==> config.mk <==
export PLATFORM = sky130hd
export DESIGN_NAME = lodn_pipe
export DESIGN_NICKNAME = d
export VERILOG_FILES = /design/src/rtl/lodn_pipe.sv
export SDC_FILE = /design/constraint.sdc
export NUM_CORES = 1
export LEC_CHECK = 0
export CAP_MARGIN = 30
export CORE_ASPECT_RATIO = 0.6
export CORE_MARGIN = 2
export CORE_UTILIZATION = 30
export DETAILED_ROUTE_END_ITERATION = 12
export SKIP_CTS_REPAIR_TIMING = 1
export SLEW_MARGIN = 20
export SYNTH_ARGS = -nofsm -noshare
export SYNTH_HDL_FRONTEND = slang
export SYNTH_SLANG_ARGS = --single-unit
export TNS_END_PERCENT = 1
==> constraint.sdc <==
create_clock -name aclk -period 3.5 [get_ports aclk]
set_input_delay 0.35 -clock aclk [delete_from_list [all_inputs] [get_ports aclk]]
set_output_delay 0.35 -clock aclk [all_outputs]
set_load 0.01 [all_outputs]
==> src/rtl/lodn_pipe.sv <==
// Pipelined leading/trailing-one detector: radix-4 reduction tree, one register
// stage per tree level, valid/ready on both sides with a user sideband.
module lodn_pipe #(
  parameter  int WIDTH  = 32,
  parameter  int USER_W = 4,
  localparam int IDX_W  = $clog2(WIDTH)
) (
  input  logic              aclk,
  input  logic              areset,
  input  logic              rx_valid,
  output logic              rx_ready,
  input  logic [WIDTH-1:0]  rx_data,
  input  logic              rx_mode,
  input  logic [USER_W-1:0] rx_user,
  output logic              tx_valid,
  input  logic              tx_ready,
  output logic [IDX_W-1:0]  tx_data,
  output logic              tx_hotflag,
  output logic [USER_W-1:0] tx_user
);

  localparam int LEVELS = ($clog2(WIDTH) + 1) / 2;
  localparam int PADW   = 1 << (2 * LEVELS);

  function automatic logic [1:0] pick4(input logic [3:0] hot);
    logic [1:0] win;
    if (hot[3]) begin
      win = 2'd3;
    end else if (hot[2]) begin
      win = 2'd2;
    end else if (hot[1]) begin
      win = 2'd1;
    end else begin
      win = 2'd0;
    end
    return win;
  endfunction

  // Zero-extend to the padded width; mode 1 bit-reverses so the search is LSB-first.
  function automatic logic [PADW-1:0] entry_word(input logic [WIDTH-1:0] data, input logic mode);
    logic [PADW-1:0] pad;
    logic [PADW-1:0] res;
    pad = {PADW{1'b0}};
    pad[WIDTH-1:0] = data;
    for (int i = 0; i < PADW; i++) begin
      res[i] = mode ? pad[PADW-1-i] : pad[i];
    end
    return res;
  endfunction

  logic adv_s;
  assign adv_s    = !tx_valid || tx_ready;
  assign rx_ready = adv_s;

  for (genvar l = 0; l < LEVELS; l++) begin : g_lvl
    localparam int NODES = PADW >> (2 * (l + 1));
    localparam int IW    = 2 * (l + 1);

    logic                        in_valid_s;
    logic                        in_mode_s;
    logic [USER_W-1:0]           in_user_s;
    logic [NODES-1:0]            hot_s;
    logic [NODES-1:0][IW-1:0]    raw_s;
    logic [NODES-1:0][IW-1:0]    idx_s;
    logic                        valid_r;
    logic                        mode_r;
    logic [USER_W-1:0]           user_r;
    logic [NODES-1:0]            hot_r;
    logic [NODES-1:0][IW-1:0]    idx_r;

    if (l == 0) begin : g_leaf
      logic [PADW-1:0] leaf_s;
      assign leaf_s     = entry_word(rx_data, rx_mode);
      assign in_valid_s = rx_valid;
      assign in_mode_s  = rx_mode;
      assign in_user_s  = rx_user;
      for (genvar n = 0; n < NODES; n++) begin : g_node
        assign hot_s[n] = |leaf_s[4*n +: 4];
        assign raw_s[n] = pick4(leaf_s[4*n +: 4]);
      end
    end else begin : g_inner
      assign in_valid_s = g_lvl[l-1].valid_r;
      assign in_mode_s  = g_lvl[l-1].mode_r;
      assign in_user_s  = g_lvl[l-1].user_r;
      for (genvar n = 0; n < NODES; n++) begin : g_node
        logic [3:0]           ch_hot_s;
        logic [3:0][IW-3:0]   ch_idx_s;
        logic [1:0]           win_s;
        assign ch_hot_s = g_lvl[l-1].hot_r[4*n +: 4];
        assign ch_idx_s = g_lvl[l-1].idx_r[4*n +: 4];
        assign win_s    = pick4(ch_hot_s);
        assign hot_s[n] = |ch_hot_s;
        assign raw_s[n] = {win_s, ch_idx_s[win_s]};
      end
    end

    if (l == LEVELS - 1) begin : g_exit
      // Mirror the index back for LSB-first words; an all-zero word reports 0.
      always_comb begin
        idx_s = {(NODES * IW){1'b0}};
        for (int n = 0; n < NODES; n++) begin
          if (!hot_s[n]) begin
            idx_s[n] = {IW{1'b0}};
          end else if (in_mode_s) begin
            idx_s[n] = ~raw_s[n];
          end else begin
            idx_s[n] = raw_s[n];
          end
        end
      end
    end else begin : g_pass
      assign idx_s = raw_s;
    end

    // Stage register: shifts on advance, holds otherwise, empties on reset.
    always_ff @(posedge aclk or posedge areset) begin
      if (areset) begin
        valid_r <= 1'b0;
        mode_r  <= 1'b0;
        user_r  <= {USER_W{1'b0}};
        hot_r   <= {NODES{1'b0}};
        idx_r   <= {(NODES * IW){1'b0}};
      end else if (adv_s) begin
        valid_r <= in_valid_s;
        mode_r  <= in_mode_s;
        user_r  <= in_user_s;
        hot_r   <= hot_s;
        idx_r   <= idx_s;
      end
    end
  end

  assign tx_valid   = g_lvl[LEVELS-1].valid_r;
  assign tx_hotflag = g_lvl[LEVELS-1].hot_r[0];
  assign tx_user    = g_lvl[LEVELS-1].user_r;
  assign tx_data    = g_lvl[LEVELS-1].idx_r[0][IDX_W-1:0];

  // The winner always lies below WIDTH, so the padded index MSBs and the last mode copy go nowhere.
  logic unused_s;
  assign unused_s = ^{g_lvl[LEVELS-1].mode_r, g_lvl[LEVELS-1].idx_r};

endmodule

==> results.txt <==
- Each instance of the synthesized netlist takes up on average 9.31 sq um.
- Highest routed layer: met4
- H-Tree Level Count: 3
* Run status: finished, final reports clean
- Critical path arrival: 2.15 ns
- Quantity of I/O buffers inserted on ports: 52
- Post-Synthesis Cells: 427
- The worst setup path is of the input port to register kind.
- Max Slew Vio Count: 0
- Setup violations remaining at the end of the flow were counted as 0.
* Number of global-route vias before repair: 3032
- Buffers from clock root to sink, at most: 2
* Core area: 12900 sq um
* Per-cell via count in the routed design: 4.78
* Portion of the clock cycle consumed by the worst path in the final layout: 55.0%
* Maximum frequency from static timing analysis: 520 MHz
* Pre-Repair DR Iteration Count: 4
- After the last flow step, the layout net total stands at 514.
- Category of the worst setup path capture point: register
* Die Outline Area: 14200 sq um
- Final weighted congestion of routability-driven global placement: 0.781
- The final hold violation count was 0.
- Together, buffers and inverters on the worst path number 2.
- Largest area contributor in the synthesized netlist: sky130_fd_sc_hd__dfrtp_1
- Met1 wire length: 4870 microns
* Clock transition time at the flip-flop clock pins of the worst setup and hold paths: 0.06 ns
- The routed design could run at a clock period as short as 1.92 ns.
- In this run the clock root is driven by a sky130_fd_sc_hd__clkbuf_16.
- Wire segments on met2 add up to 3790 microns in the final route.
* Post-detailed-route count of antenna-violating nets: 0
* Maximum fanout encountered on the critical timing path: 88
- At the pin with the least slew margin, the transition time is 0.841 ns.
- Biggest cell delay along the critical path: 0.64 ns
* Wire length of the first global-routing pass: 15900 microns
* Antenna violations before repair: 0
* Total grt overflow: 0
- Data on the critical path is required at its endpoint by 3.73 ns.
- In this run the count of I/O pins placed on the die edge is 53.
* Sequential cell area fraction in the yosys report: 57.3%
- Hold Crit Class: input port to asynchronous set/reset pin
* Maximum number of pins on one net before global-route repair: 92
- The filler cells instantiated in the layout total 1326.
- Clock latency on the worst-skew pair, taken at its later pin, is 0.34 ns.
* Ys Warns: 0
- The clock drives 91 sinks.
* Max Cap Violations: 0
* Areal power density over the cells: 699 nW/um^2
- Share of the synthesized area in the top cell type: 57.3%
- Layout cells sized above 1: 5.24%
* Cell at the slowest stage of the critical path: sky130_fd_sc_hd__buf_4
- Across the routed clock network, the largest skew measured is 0.00685 ns.
* Worst relative slew slack: 43.9%
- Once detailed placement completed, the half-perimeter wirelength came to 6610 microns.
* Wirelength, routed: 9400 microns
* Most used cells in the layout excluding fill and tap cells: 104 x sky130_fd_sc_hd__nand2_1, 91 x sky130_fd_sc_hd__dfrtp_1, 72 x sky130_fd_sc_hd__o21ai_0, 52 x sky130_fd_sc_hd__clkdlybuf4s50_1, 37 x sky130_fd_sc_hd__a21oi_1
- Setup repair after global routing left no endpoint under its margin.
- Count of routing violations after the opening detailed-route iteration: 204
- Gr usage total: 14.2%
- #FFs+latches synth: 91
- After detailed routing, the average wire length per cell comes to 14.5 microns.
* Met3 wirelength from detailed routing: 678 microns
- Broken down by cell family, the worst path's largest delay share belongs to buffers and inverters.
* DIE HEIGHT: 93.2 microns
- Setup TNS: 0 ns
* Max IR drop VDD: 0.260 mV
- The cell area that synthesis handed to floorplanning was 3980 sq um.
- Dominant cells by area after synthesis: sky130_fd_sc_hd__dfrtp_1 57%, sky130_fd_sc_hd__nand2_1 9.8%, sky130_fd_sc_hd__o21ai_0 9.1%
* Antenna diode count: 0
* Count of unresolved DRC violations after routing: 0
* TritonCTS clock tree: built
* Worst setup SP type: input port
* Row count: 32
* Via count: 3090
- Most frequent standard cell in the layout excluding fill and tap cells: sky130_fd_sc_hd__nand2_1
- Across all hold checks on the routed design, the worst slack comes to 0.444 ns.
* Count of cell types in the netlist: 24
* Overall die width: 153 microns
- Walking the worst path, the cells encountered are clkdlybuf4s50_1 > nor2b_4 > buf_4 > a21oi_1 > a22o_1.
* Synthesized Nets: 468
- The initial utilization of the core area, before any placement, comes to 30.8%.
- TritonCTS created 9 clock buffers.
- In this run the static leakage power is 2.17 nW.
* Syn-to-layout area delta: 24.0%
synthesized netlist by cell type:
cell type / count
sky130_fd_sc_hd__nand2_1: 104
sky130_fd_sc_hd__a22o_1: 5
sky130_fd_sc_hd__clkbuf_1: 13
sky130_fd_sc_hd__nor2_1: 21
sky130_fd_sc_hd__a222oi_1: 3
sky130_fd_sc_hd__o22ai_1: 4
sky130_fd_sc_hd__dfrtp_1: 91
sky130_fd_sc_hd__o21ai_0: 72
sky130_fd_sc_hd__nor2b_1: 2
sky130_fd_sc_hd__nor4_1: 8
sky130_fd_sc_hd__and3b_1: 1
sky130_fd_sc_hd__xnor2_1: 5
sky130_fd_sc_hd__buf_2: 7
sky130_fd_sc_hd__buf_6: 1
sky130_fd_sc_hd__mux2i_1: 16
sky130_fd_sc_hd__clkbuf_2: 1
sky130_fd_sc_hd__a221oi_2: 1
sky130_fd_sc_hd__nor3_1: 4
sky130_fd_sc_hd__a21o_1: 1
sky130_fd_sc_hd__inv_1: 23
sky130_fd_sc_hd__a22oi_1: 1
sky130_fd_sc_hd__a21oi_1: 37
sky130_fd_sc_hd__mux2_4: 4
sky130_fd_sc_hd__nand2b_1: 2
state kept, by name, indices dropped and copies added (netlist names):
name / flops
tx_hotflag: 1
g_lvl.valid_r: 2
tx_valid: 1
g_lvl.idx_r: 53
g_lvl.mode_r: 2
g_lvl.user_r: 8
tx_user: 4
g_lvl.hot_r: 20
stage by stage:
step                      instances  instance area (sq um)  setup WS [ns]  power [W]  utilization, %
final                           647                   4930           1.58    0.00344            38.2
after global routing            647                   4930           1.44    0.00367            38.2
after CTS                       647                   4930           1.55    0.00348            38.2
after detailed placement        632                   4670           1.23    0.00260            36.2
after global placement          632                   4670           1.28    0.00257            36.2
after floorplan                 427                   3980          0.786    0.00221               -
report_power, final:
group,switching (W),internal [W]
clock,0.000378,0.000493
combinational,0.000473,0.000475
sequential,0.000253,0.00137
kinds of logic after synthesis:
group                     after synthesis  synth area share, %
muxes                                  20                 5.54
xor gates and xnor gates                5                 1.10
buffers and inverters                  45                 4.69
DFF                                    91                 57.3
AOI/OAI and AO/OA                     124                 17.0
and+or+nand+nor                       142                 14.4
final timing paths:
path	from	to	slack, ns	depth (start not counted)
max reg2reg	tx_valid$_DFFE_PP0P_	g_lvl[2].idx_r[3]$_DFFE_PP0P_	1.67	4
max	tx_ready	g_lvl[2].idx_r[3]$_DFFE_PP0P_	1.58	5
max in group asynchronous	areset	tx_user[1]$_DFFE_PP0P_	2.70	3
min	areset	g_lvl[0].idx_r[11]$_DFFE_PP0P_	0.44	3
min in group aclk	g_lvl[1].valid_r$_DFFE_PP0P_	g_lvl[1].valid_r$_DFFE_PP0P_	0.46	2
min reg2reg	g_lvl[1].valid_r$_DFFE_PP0P_	g_lvl[1].valid_r$_DFFE_PP0P_	0.46	2
final cells by class:
class,count,area [sq um],area share [%]
sequential,91,2280,46.2
multi-input combinational,291,1520,30.8
timing repair buffer,57,571,11.6
clock buffer,12,246,5.00
tap,170,213,4.32
inverter,23,87.6,1.78
clock inverter,3,15.0,0.305
worst min-delay path: stages:
cell and delay (ns):
sky130_fd_sc_hd__clkdlybuf4s50_1 0.42, sky130_fd_sc_hd__clkinv_2 0.07, sky130_fd_sc_hd__buf_12 0.38
per-layer routing:
layer	track usage [%]	vias up
met3	4.82	6
met2	19.1	94
met1	22.0	1457
met5	0	-
li1	-	1533
met4	2.55	0
No activity file was read; power rests on OpenSTA's default activity.
